==> src/rtl/dda_pkg.sv <==
// Shared types and helpers for the sequential double-dabble BCD converter.
package dda_pkg;

    typedef enum logic [1:0] {IDLE, SHIFT, DONE} dda_state_t;

    localparam int BCD_NIB = 4;

    function automatic logic [3:0] add3_nib(input logic [3:0] d);
        return (d > 4'd4) ? d + 4'd3 : d;
    endfunction

    // Elaboration-time helper for the digit-capacity check.
    function automatic longint unsigned pow10(input int n);
        longint unsigned r;
        r = 64'd1;
        for (int i = 0; i < n; i++) r = r * 64'd10;
        return r;
    endfunction

endpackage

==> src/rtl/dda_add3_stage.sv <==
// One double-dabble iteration: add-3 on every BCD nibble above 4, then shift the
// whole {bcd, bin} register left by one.
module dda_add3_stage
    import dda_pkg::*;
#(
    parameter int BIN_W  = 8,
    parameter int DIGITS = 3
) (
    input  logic [BIN_W+BCD_NIB*DIGITS-1:0] sr_in,
    output logic [BIN_W+BCD_NIB*DIGITS-1:0] sr_out
);

    localparam int BCD_W = BCD_NIB * DIGITS;
    localparam int SR_W  = BIN_W + BCD_W;

    logic [BCD_W-1:0] bcd_adj;
    logic [SR_W-1:0]  pre_shift;

    for (genvar i = 0; i < DIGITS; i++) begin : g_nib
        assign bcd_adj[i*BCD_NIB +: BCD_NIB] = add3_nib(sr_in[BIN_W + i*BCD_NIB +: BCD_NIB]);
    end

    assign pre_shift = {bcd_adj, sr_in[BIN_W-1:0]};
    assign sr_out    = pre_shift << 1;

endmodule

==> src/rtl/dda_seq_ctrl.sv <==
// Sequential binary-to-BCD controller, one double-dabble iteration per clock.
// Optional DDA_DIGIT_COUNT_EN adds out_ndig (count of significant decimal digits).
module dda_seq_ctrl
    import dda_pkg::*;
#(
    parameter int BIN_W  = 8,
    parameter int DIGITS = 3
) (
    input  logic                        clk,
    input  logic                        rst_n,
    input  logic                        in_valid,
    output logic                        in_ready,
    input  logic [BIN_W-1:0]            in_bin,
    output logic                        out_valid,
    input  logic                        out_ready,
    output logic [BCD_NIB*DIGITS-1:0]   out_bcd,
`ifdef DDA_DIGIT_COUNT_EN
    output logic [$clog2(DIGITS+1)-1:0] out_ndig,
`endif
    output logic                        busy
);

    localparam int BCD_W = BCD_NIB * DIGITS;
    localparam int SR_W  = BIN_W + BCD_W;
    localparam int CNT_W = $clog2(BIN_W + 1);
    localparam logic [CNT_W-1:0] CNT_LAST = CNT_W'(BIN_W - 1);

    if (BIN_W < 4 || BIN_W > 32) begin : g_bad_width
        $error("dda_seq_ctrl: BIN_W=%0d outside 4..32", BIN_W);
    end
    if (pow10(DIGITS) <= ((64'd1 << BIN_W) - 64'd1)) begin : g_bad_digits
        $error("dda_seq_ctrl: DIGITS=%0d too small for BIN_W=%0d", DIGITS, BIN_W);
    end

    dda_state_t       state_q, state_d;
    logic [SR_W-1:0]  sr_q, sr_next;
    logic [CNT_W-1:0] cnt_q;
    logic             last_iter;
    logic [BCD_W-1:0] bcd_next;

    dda_add3_stage #(.BIN_W(BIN_W), .DIGITS(DIGITS)) u_stage (
        .sr_in  (sr_q),
        .sr_out (sr_next)
    );

    assign last_iter = (state_q == SHIFT) && (cnt_q == CNT_LAST);
    assign bcd_next  = sr_next[SR_W-1 -: BCD_W];

    always_ff @(posedge clk or negedge rst_n) begin
        if (!rst_n) state_q <= IDLE;
        else        state_q <= state_d;
    end

    always_comb begin
        state_d = state_q;
        case (state_q)
            IDLE:    if (in_valid)  state_d = SHIFT;
            SHIFT:   if (last_iter) state_d = DONE;
            DONE:    if (out_ready) state_d = IDLE;
            default:                state_d = IDLE;
        endcase
    end

    always_comb begin
        in_ready  = (state_q == IDLE);
        out_valid = (state_q == DONE);
        busy      = (state_q == SHIFT) || (state_q == DONE);
    end

    // out_bcd is loaded only on the SHIFT->DONE edge, so it holds across IDLE.
    always_ff @(posedge clk or negedge rst_n) begin
        if (!rst_n) begin
            sr_q    <= '0;
            cnt_q   <= '0;
            out_bcd <= '0;
        end else begin
            if (state_q == IDLE && in_valid) begin
                sr_q  <= SR_W'(in_bin);
                cnt_q <= '0;
            end else if (state_q == SHIFT) begin
                sr_q  <= sr_next;
                cnt_q <= cnt_q + 1'b1;
            end
            if (last_iter) out_bcd <= bcd_next;
        end
    end

`ifdef DDA_DIGIT_COUNT_EN
    localparam int NDIG_W = $clog2(DIGITS + 1);
    logic [NDIG_W-1:0] ndig_next;

    always_comb begin
        ndig_next = NDIG_W'(1);
        for (int i = 0; i < DIGITS; i++) begin
            if (bcd_next[i*BCD_NIB +: BCD_NIB] != '0) ndig_next = NDIG_W'(i + 1);
        end
    end

    always_ff @(posedge clk or negedge rst_n) begin
        if (!rst_n)         out_ndig <= '0;
        else if (last_iter) out_ndig <= ndig_next;
    end
`endif

endmodule

==> config.mk <==
export PLATFORM = sky130hd
export DESIGN_NAME = dda_seq_ctrl
export DESIGN_NICKNAME = d
export VERILOG_FILES = /design/src/rtl/dda_pkg.sv /design/src/rtl/dda_add3_stage.sv /design/src/rtl/dda_seq_ctrl.sv
export SDC_FILE = /design/constraint.sdc
export NUM_CORES = 1
export LEC_CHECK = 0
export CAP_MARGIN = 15
export CORE_ASPECT_RATIO = 1.4
export CORE_MARGIN = 2
export CORE_UTILIZATION = 30
export CTS_BUF_LIST = sky130_fd_sc_hd__clkbuf_2 sky130_fd_sc_hd__clkbuf_4 sky130_fd_sc_hd__clkbuf_8
export DETAILED_ROUTE_END_ITERATION = 10
export SLEW_MARGIN = 20
export SYNTH_ARGS = -nofsm -noshare
export SYNTH_HDL_FRONTEND = slang
export SYNTH_SLANG_ARGS = --single-unit
==> constraint.sdc <==
create_clock -name clk -period 1.9 [get_ports clk]
set_input_delay 0.38 -clock clk [delete_from_list [all_inputs] [get_ports clk]]
set_output_delay 0.38 -clock clk [all_outputs]
set_load 0.01 [all_outputs]
==> results of run 1 <==
## final cells by class
| class | count | area [um2] |
|---|---|---|
| Clock buffer | 7 | 90.1 |
| Inverter | 13 | 48.8 |
| Clock inverter | 1 | 5.00 |
| Tap cell | 72 | 90.1 |
| Sequential cell | 38 | 951 |
| Multi-Input combinational cell | 132 | 892 |
| Fill cell | 648 | 3880 |
| Timing Repair Buffer | 31 | 293 |
## how the worst min path moves through the flow
stage	depth (start not counted)	slack (ns)	endpoint
final	2	0.13	out_bcd[3]$_DFFE_PN0P_
after global routing	2	0.17	out_bcd[3]$_DFFE_PN0P_
after CTS	2	0.15	out_bcd[3]$_DFFE_PN0P_
after detailed placement	2	0.46	out_bcd[3]$_DFFE_PN0P_
after global placement	2	0.46	out_bcd[3]$_DFFE_PN0P_
after floorplan	0	0.08	cnt_q[0]$_DFFE_PN0P_
## layer usage
metal  up-vias  part of all wire
met5         -                 0
met4         0             0.016
met3         4             0.039
met2        27              0.47
met1       650              0.47
li1        714                 -
## power breakdown
group	internal [uW]	total (uW)	switching [uW]	leakage, uW
Clock	307	588	281	0.0000517
Sequential	1130	1350	225	0.000500
Combinational	866	1780	910	0.000560
Total	2300	3720	1420	0.00111
## per-stage QoR
stage | hold slack [ns] | util | power (uW) | setup slack (ns)
detailed placement | 0.465 | 0.363 | 3180 | 0.262
global route | 0.169 | 0.379 | 4070 | 0.160
floorplan | 0.0844 | - | 2680 | 0.455
finish | 0.125 | 0.379 | 3720 | 0.214
CTS | 0.147 | 0.379 | 3790 | 0.0198
global placement | 0.462 | 0.363 | 3140 | 0.272
## what timing repair did
| item | 4_1_cts | 5_1_grt |
|---|---|---|
| endpoints found under the setup margin | 3 | 1 |
| resized for setup | 2 | 1 |
| setup buffers | 1 | 0 |
## flip-flops by register name (all words and copies together) (netlist names)
register  count
cnt_q         4
out_bcd      12
sr_q         20
state_q       2
## cells by family (layout without fill, tap and decap cells)
group                      count (synthesis)  in the layout  synth area share
DFF                                       38             38             0.486
xor gates and xnor gates                   6              6            0.0268
AOI/OAI and AO/OA                         52             52             0.157
adders and majority gates                 11             11            0.0703
and+or+nand+nor                           49             49             0.119
muxes                                     14             14            0.0824
buffers and inverters                     22             52            0.0588
## worst max-delay path: stages (launching register included)
cell           delay (ns)
dfrtp_1              0.40
inv_1                0.10
ha_1                 0.23
dlygate4sd2_1        0.28
## cells in the final DEF, fill, tap and decap left out, types with 2 or more instances in the layout
cell type and count:
dfrtp_1 38, nand2_1 24, clkdlybuf4s50_1 22, o21ai_1 19
inv_1 13, nor2_1 11, ha_1 11, o21ai_0 10
mux2i_1 9, a21oi_1 9, clkbuf_8 6, buf_4 5
mux2_4 4, nand3b_1 4, xnor2_1 4, a21oi_2 3
or3_1 3, a22oi_1 3, xor2_1 2, nor2b_1 2
o21a_1 2, nor3_1 2, o21ai_2 2, dlygate4sd2_1 2
==> flow_metrics.py, run 1 <==
metrics = {
    "placed_design": {
        "placed_cells": 285,
        "place.gp.congestion": 0.718,
        "port_buffers": 26,
        "dpl.hpwl_mm": 2.47,
        "place_area_um2": 2270,
    },
    "synthesis": {
        "synth_edf_count": 0,
        "yosys_warnings": 0,
        "yosysMostFrequentCell": "dfrtp_1",
        "synth_top_area_frac": 0.486,
        "synth_ff_type": "dfrtp_1",
        "synth_common_cells": "dfrtp_1, nand2_1, o21ai_1",
        "syn_area_um2": 1960,
        "ys_top_cells_by_area": "dfrtp_1, ha_1, o21ai_1",
        "ys_seq_elements": 38,
        "synth_area_leader_cell": "dfrtp_1",
        "ys_types": 31,
        "syn_area_per_cell_um2": 10.2,
        "syn_nets": 215,
        "ys_seq_area_frac": 0.486,
        "synthCells": 192,
        "ys_async_sr_fraction": 1.00,
    },
    "timing": {
        "slew_viol_final": 0,
        "rsz0062_at_grt": "no",
        "skew_ns": 0.00596,
        "tightest_slew_ns": 0.481,
        "finalHoldViolations": 0,
        "finalCritPeriodShare": 0.887,
        "setup_tns_ns": 0,
        "setup_viol": 0,
        "fmax_mhz": 593,
        "min_period_ns": 1.69,
        "max-slew-margin-rel": 0.679,
    },
    "cells_and_area": {
        "finish.net_count": 244,
        "stdcell_area_um2": 2370,
        "diodes": 0,
        "drive_gt1_frac": 0.117,
        "fin_cells": 294,
        "syn2layout_area_growth_pct": 21.0,
    },
    "global_routing": {
        "grt_max_degree": 39,
        "antenna_found_initial": 0,
        "grt_busiest_layer": "met2",
        "grt_use_met3": 0.0334,
        "grt-ovfl-total": 0,
        "gr-usage-met2": 0.179,
        "grtUsageMet1": 0.136,
        "grt_pass1_wl_mm": 6.18,
        "grtUsageTotal": 0.110,
        "grt_pass1_vias": 1327,
    },
    "cts": {
        "clk_pin_slew_ns": 0.08,
        "clockBufferDepth": 2,
        "cts_tree": "done",
        "cts-root-buf": "clkbuf_8",
        "htreeDepth": 2,
        "clk_latency_ns": 0.29,
        "hold_buffers": 0,
        "cts_buffers": 5,
        "cts.sinks": 38,
    },
    "worst_setup_path": {
        "endpoint": "busy",
        "r2r_end": "state_q[0]$_DFFE_PN0P_",
        "path_class": "flip-flop to output port",
        "rrSetupSlack_ns": 0.33,
        "worst_setup_path_start_kind": "flip-flop",
        "critical_path.max_fanout": 3,
        "end_kind": "output port",
        "arrival_ns": 1.31,
        "rr_startpoint": "state_q[0]$_DFFE_PN0P_",
        "startpoint": "state_q[1]$_DFFE_PN0P_",
        "required_ns": 1.52,
        "r2r_cells": 5,
    },
    "flow_run": {
        "cap_violations": 0,
    },
    "floorplan": {
        "start_util": 0.313,
        "die-area_um2": 7200,
        "std_cell_rows": 34,
        "die_x_um": 72.3,
        "coreArea_um2": 6250,
        "pin_count": 27,
        "die_h_um": 99.6,
    },
    "pwr": {
        "power_density_nw_per_um2": 1570,
        "power.leakage_uw": 0.00111,
        "irDropWorstVdd_v": 0.000746,
    },
    "detailed_routing": {
        "vias": 1395,
        "ant_nets": 0,
        "drt_iter0_markers": 75,
        "wl_per_cell_um": 12.0,
        "dr.pass1.iters": 5,
        "totalWireLength_mm": 3.53,
        "drc": 0,
        "viasPerCell": 4.74,
    },
    "min_path": {
        "hold_path.class": "input pin to async pin",
    },
    "status": {
        "status": "complete, no violations",
    },
}
(Power assumes the default switching activity.)
==> run 2, diff against run 1 <==
Settings changed: GPL_TIMING_DRIVEN set to 0.
==> flow_metrics.py, run 2 (synthesized netlist as in run 1, its figures left out) <==
metrics = {
    "cts": {
        "cts_tree": "done",
        "clockBufferDepth": 2,
        "cts.sinks": 38,
        "htreeDepth": 2,
        "cts-root-buf": "clkbuf_8",
        "clk_pin_slew_ns": 0.07,
        "clk_latency_ns": 0.28,
        "cts_buffers": 5,
    },
    "floorplan": {
        "pin_count": 27,
        "start_util": 0.313,
        "die_x_um": 72.3,
        "coreArea_um2": 6250,
        "die-area_um2": 7200,
        "die_h_um": 99.6,
        "std_cell_rows": 34,
    },
    "cells_and_area": {
        "fin_cells": 300,
        "drive_gt1_frac": 0.140,
        "final_util": 0.388,
        "multiInputGateArea_um2": 892,
        "largest_reg_flops": 20,
        "register_area_um2": 951,
        "syn2layout_area_growth_pct": 23.9,
        "final_common_cell": "dfrtp_1",
        "fill_cells": 625,
        "reg_top3": "sr_q: 20 flops, out_bcd: 12 flops, cnt_q: 4 flops",
        "diodes": 0,
        "max_flop_register": "sr_q",
        "finish.net_count": 250,
        "layout_common_cells": "dfrtp_1, nand2_1, clkdlybuf4s50_1",
    },
    "worst_setup_path": {
        "r2r_cells": 6,
        "rrSetupSlack_ns": 0.34,
        "end_kind": "output port",
        "arrival_ns": 1.32,
        "path_class": "flip-flop to output port",
        "critical_path.max_fanout": 3,
        "required_ns": 1.52,
        "worst_setup_path_start_kind": "flip-flop",
    },
    "global_routing": {
        "grt_max_degree": 25,
        "antenna_found_initial": 0,
        "grtUsageTotal": 0.111,
        "grt-ovfl-total": 0,
        "grt_pass1_wl_mm": 6.33,
        "grt_pass1_vias": 1395,
    },
    "detailed_routing": {
        "drc": 0,
        "dr.pass1.iters": 4,
        "ant_nets": 0,
        "drt_iter0_markers": 87,
        "wl_met2_mm": 1.72,
        "top_layer": "met4",
        "drt-met1-wl_mm": 1.71,
        "totalWireLength_mm": 3.63,
        "route.met3.wl_um": 140,
        "wl_per_cell_um": 12.1,
        "viasPerCell": 4.74,
        "vias": 1423,
    },
    "placed_design": {
        "placed_cells": 291,
        "port_buffers": 26,
        "dpl.hpwl_mm": 2.70,
        "place.gp.congestion": 0.790,
    },
    "pwr": {
        "power_density_nw_per_um2": 1560,
        "power.leakage_uw": 0.00114,
        "irDropWorstVdd_v": 0.000620,
    },
    "timing": {
        "finalHoldViolations": 4,
        "max-slew-margin-rel": 0.759,
        "whs_ns": -0.00364,
        "slew_viol_final": 0,
        "skew_ns": 0.00343,
        "rsz0062_at_grt": "no",
        "tightest_slew_ns": 0.361,
        "min_period_ns": 1.70,
        "fmax_mhz": 589,
        "setup_viol": 0,
        "finalCritPeriodShare": 0.893,
    },
    "status": {
        "failed_checks": "hold timing",
        "status": "complete, but fails checks",
    },
    "min_path": {
        "hold_path.class": "input pin to async pin",
    },
    "flow_run": {
        "cap_violations": 0,
    },
}
-- run 2: cell count changes in the layout (fill, tap and decap cells not counted) --
cell    change
buf_6       +3
buf_12      +1
buf_2       +5
buf_4       -3
-- run 2: final timing paths --
| check | start | end |
|---|---|---|
| worst max register to register | sr_q[8]$_DFFE_PN0P_ | sr_q[10]$_DFFE_PN0P_ |
| worst min-delay path | rst_n | sr_q[11]$_DFFE_PN0P_ |
| worst min register to register | out_bcd[6]$_DFFE_PN0P_ | out_bcd[6]$_DFFE_PN0P_ |
| min in group clk | out_bcd[6]$_DFFE_PN0P_ | out_bcd[6]$_DFFE_PN0P_ |
| max in group asynchronous | rst_n | out_bcd[11]$_DFFE_PN0P_ |
| worst max-delay path | state_q[1]$_DFFE_PN0P_ | busy |
-- run 2: per-stage QoR --
| step | hold slack (ns) | area, um2 | power (uW) | setup TNS (ns) | setup slack [ns] |
|---|---|---|---|---|---|
| after detailed placement | 0.312 | 2320 | 3270 | 0 | 0.267 |
| after CTS | 0.00227 | 2420 | 3850 | 0 | 0.0208 |
| final | -0.00364 | 2430 | 3790 | 0 | 0.204 |
| after floorplan | 0.0844 | 1960 | 2680 | 0 | 0.455 |
| after global placement | 0.464 | 2310 | 3220 | -17.96 | -0.474 |
| after global routing | 0.0144 | 2430 | 4140 | 0 | 0.139 |
-- run 2: final cells by class --
| cell class | instances | area share |
|---|---|---|
| buffer | 9 | 0.0273 |
| tap | 72 | 0.0371 |
| timing repair buffer | 28 | 0.117 |
| clock inverter | 1 | 0.00206 |
| inverter | 13 | 0.0201 |
| clock buffer | 7 | 0.0371 |
| multi-input combinational | 132 | 0.368 |
| sequential | 38 | 0.392 |
-- run 2: critical path: stages (launching register included) --
cell and delay (ns):
dfrtp_1 0.40, inv_1 0.11, ha_1 0.23, dlygate4sd2_1 0.28
-- run 2: timing repair --
action,in CTS,in global routing
buffers inserted,1,0
hold buffers,0,0
endpoints found under the setup margin,3,1
gates resized for setup,2,1
-- run 2: metal layers --
layer | vias up | GRT usage
li1 | 721 | -
met1 | 657 | 0.135
met2 | 37 | 0.180
met3 | 8 | 0.0375
met4 | 0 | 0.0435
met5 | - | 0
-- run 2: where the power goes --
part           internal, uW  switching [uW]  total [uW]
sequential             1130             224        1350
clock                   307             268         575
combinational           924             941        1860
==> run 3, diff against run 2 <==
Settings changed: TNS_END_PERCENT set to 10.
Clock period 1.9 ns to 1.95 ns, I/O delays scaled along.
==> flow_metrics.py, run 3 (synthesized netlist as in run 1, its figures left out) <==
metrics = {
    "status": {
        "status": "complete, no violations",
    },
    "detailed_routing": {
        "dr.pass1.iters": 4,
        "vias": 1423,
        "wl_per_cell_um": 12.1,
        "totalWireLength_mm": 3.62,
        "viasPerCell": 4.76,
        "ant_nets": 0,
        "drt_iter0_markers": 94,
        "drc": 0,
    },
    "cts": {
        "post_cts_buffers": 0,
        "cts-root-buf": "clkbuf_8",
        "clockBufferDepth": 2,
        "clk_pin_slew_ns": 0.07,
        "cts.repair.resized": 2,
        "clk_latency_ns": 0.28,
        "cts_tree": "done",
        "hold_buffers": 0,
        "cts.sinks": 38,
        "htreeDepth": 2,
        "cts_buffers": 5,
    },
    "floorplan": {
        "die-area_um2": 7200,
        "die_h_um": 99.6,
        "std_cell_rows": 34,
        "start_util": 0.313,
        "pin_count": 27,
        "coreArea_um2": 6250,
        "die_x_um": 72.3,
    },
    "worst_setup_path": {
        "worst_setup_path_start_kind": "flip-flop",
        "required_ns": 1.56,
        "arrival_ns": 1.32,
        "rr_startpoint": "sr_q[8]$_DFFE_PN0P_",
        "end_kind": "output port",
        "rrSetupSlack_ns": 0.40,
        "r2r_end": "sr_q[10]$_DFFE_PN0P_",
        "endpoint": "busy",
        "critical_path.max_fanout": 3,
        "startpoint": "state_q[0]$_DFFE_PN0P_",
        "path_class": "flip-flop to output port",
        "r2r_cells": 6,
    },
    "timing": {
        "fmax_mhz": 584,
        "setup_viol": 0,
        "worst_slack_ns": 0.239,
        "skew_ns": 0.00333,
        "rsz0062_at_grt": "no",
        "setup_tns_ns": 0,
        "finalHoldViolations": 0,
        "slew_viol_final": 0,
        "tightest_slew_ns": 0.362,
        "finalCritPeriodShare": 0.877,
        "min_period_ns": 1.71,
        "max-slew-margin-rel": 0.759,
    },
    "placed_design": {
        "place_area_um2": 2320,
        "dp_slack_ns": 0.307,
        "place.gp.congestion": 0.790,
        "port_buffers": 26,
        "dpl.hpwl_mm": 2.70,
        "placed_cells": 291,
    },
    "global_routing": {
        "grt_pass1_vias": 1384,
        "grt_max_degree": 25,
        "grtUsageTotal": 0.111,
        "antenna_found_initial": 0,
        "grt_pass1_wl_mm": 6.30,
        "grt-ovfl-total": 0,
    },
    "cells_and_area": {
        "fill_cells": 625,
        "final_common_cell": "dfrtp_1",
        "syn2layout_area_growth_pct": 23.5,
        "diodes": 0,
        "layout_common_cells": "dfrtp_1, nand2_1, clkdlybuf4s50_1",
        "finish.net_count": 249,
        "reg_top3": "sr_q: 20 flops, out_bcd: 12 flops, cnt_q: 4 flops",
        "max_flop_register": "sr_q",
        "largest_reg_flops": 20,
        "drive_gt1_frac": 0.137,
        "stdcell_area_um2": 2420,
        "fin_cells": 299,
    },
    "pwr": {
        "power_uw": 3680,
        "power.leakage_uw": 0.00114,
        "power_density_nw_per_um2": 1520,
        "irDropWorstVdd_v": 0.000599,
    },
    "min_path": {
        "hold_path.class": "input pin to async pin",
    },
    "flow_run": {
        "cap_violations": 0,
    },
}
==> run 3: layout make-up <==
class | count | area (um2) | share of cell area
sequential | 38 | 951 | 0.393
multi-input combinational | 132 | 892 | 0.369
clock inverter | 1 | 5.00 | 0.00207
clock buffer | 7 | 90.1 | 0.0372
timing repair buffer | 27 | 275 | 0.114
inverter | 13 | 48.8 | 0.0202
buffer | 9 | 66.3 | 0.0274
tap | 72 | 90.1 | 0.0372
==> run 3: through the flow <==
| step | utilization | hold WS [ns] |
|---|---|---|
| final | 0.387 | 0.00693 |
| after global routing | 0.387 | 0.0244 |
| after CTS | 0.386 | 0.0123 |
| after detailed placement | 0.372 | 0.322 |
| after global placement | 0.369 | 0.464 |
| after floorplan | - | 0.0944 |
==> run 3: worst max-delay path, stage by stage (launching register included) <==
cell and delay (ns):
dfrtp_1 0.38, inv_1 0.09, ha_1 0.28, dlygate4sd2_1 0.28
==> run 3: worst min-delay path by stage <==
stage / slack [ns] / cells after the start / end / startpoint
floorplan: 0.09 / 0 / cnt_q[0]$_DFFE_PN0P_ / rst_n
global placement: 0.46 / 2 / out_bcd[6]$_DFFE_PN0P_ / out_bcd[6]$_DFFE_PN0P_
detailed placement: 0.32 / 1 / sr_q[11]$_DFFE_PN0P_ / rst_n
CTS: 0.01 / 1 / sr_q[11]$_DFFE_PN0P_ / rst_n
global route: 0.02 / 1 / out_bcd[0]$_DFFE_PN0P_ / rst_n
finish: 0.007 / 1 / sr_q[11]$_DFFE_PN0P_ / rst_n
==> run 3: where the power goes <==
| part | total [uW] | switching, uW | internal (uW) |
|---|---|---|---|
| sequential | 1320 | 222 | 1100 |
| combinational | 1800 | 910 | 887 |
| clock | 560 | 261 | 299 |
| total | 3680 | 1390 | 2290 |
==> run 3: per-layer routing <==
layer	part of all wire	track usage
met1	0.47	0.135
met2	0.47	0.178
met3	0.038	0.0375
met4	0.016	0.0435
met5	0	0
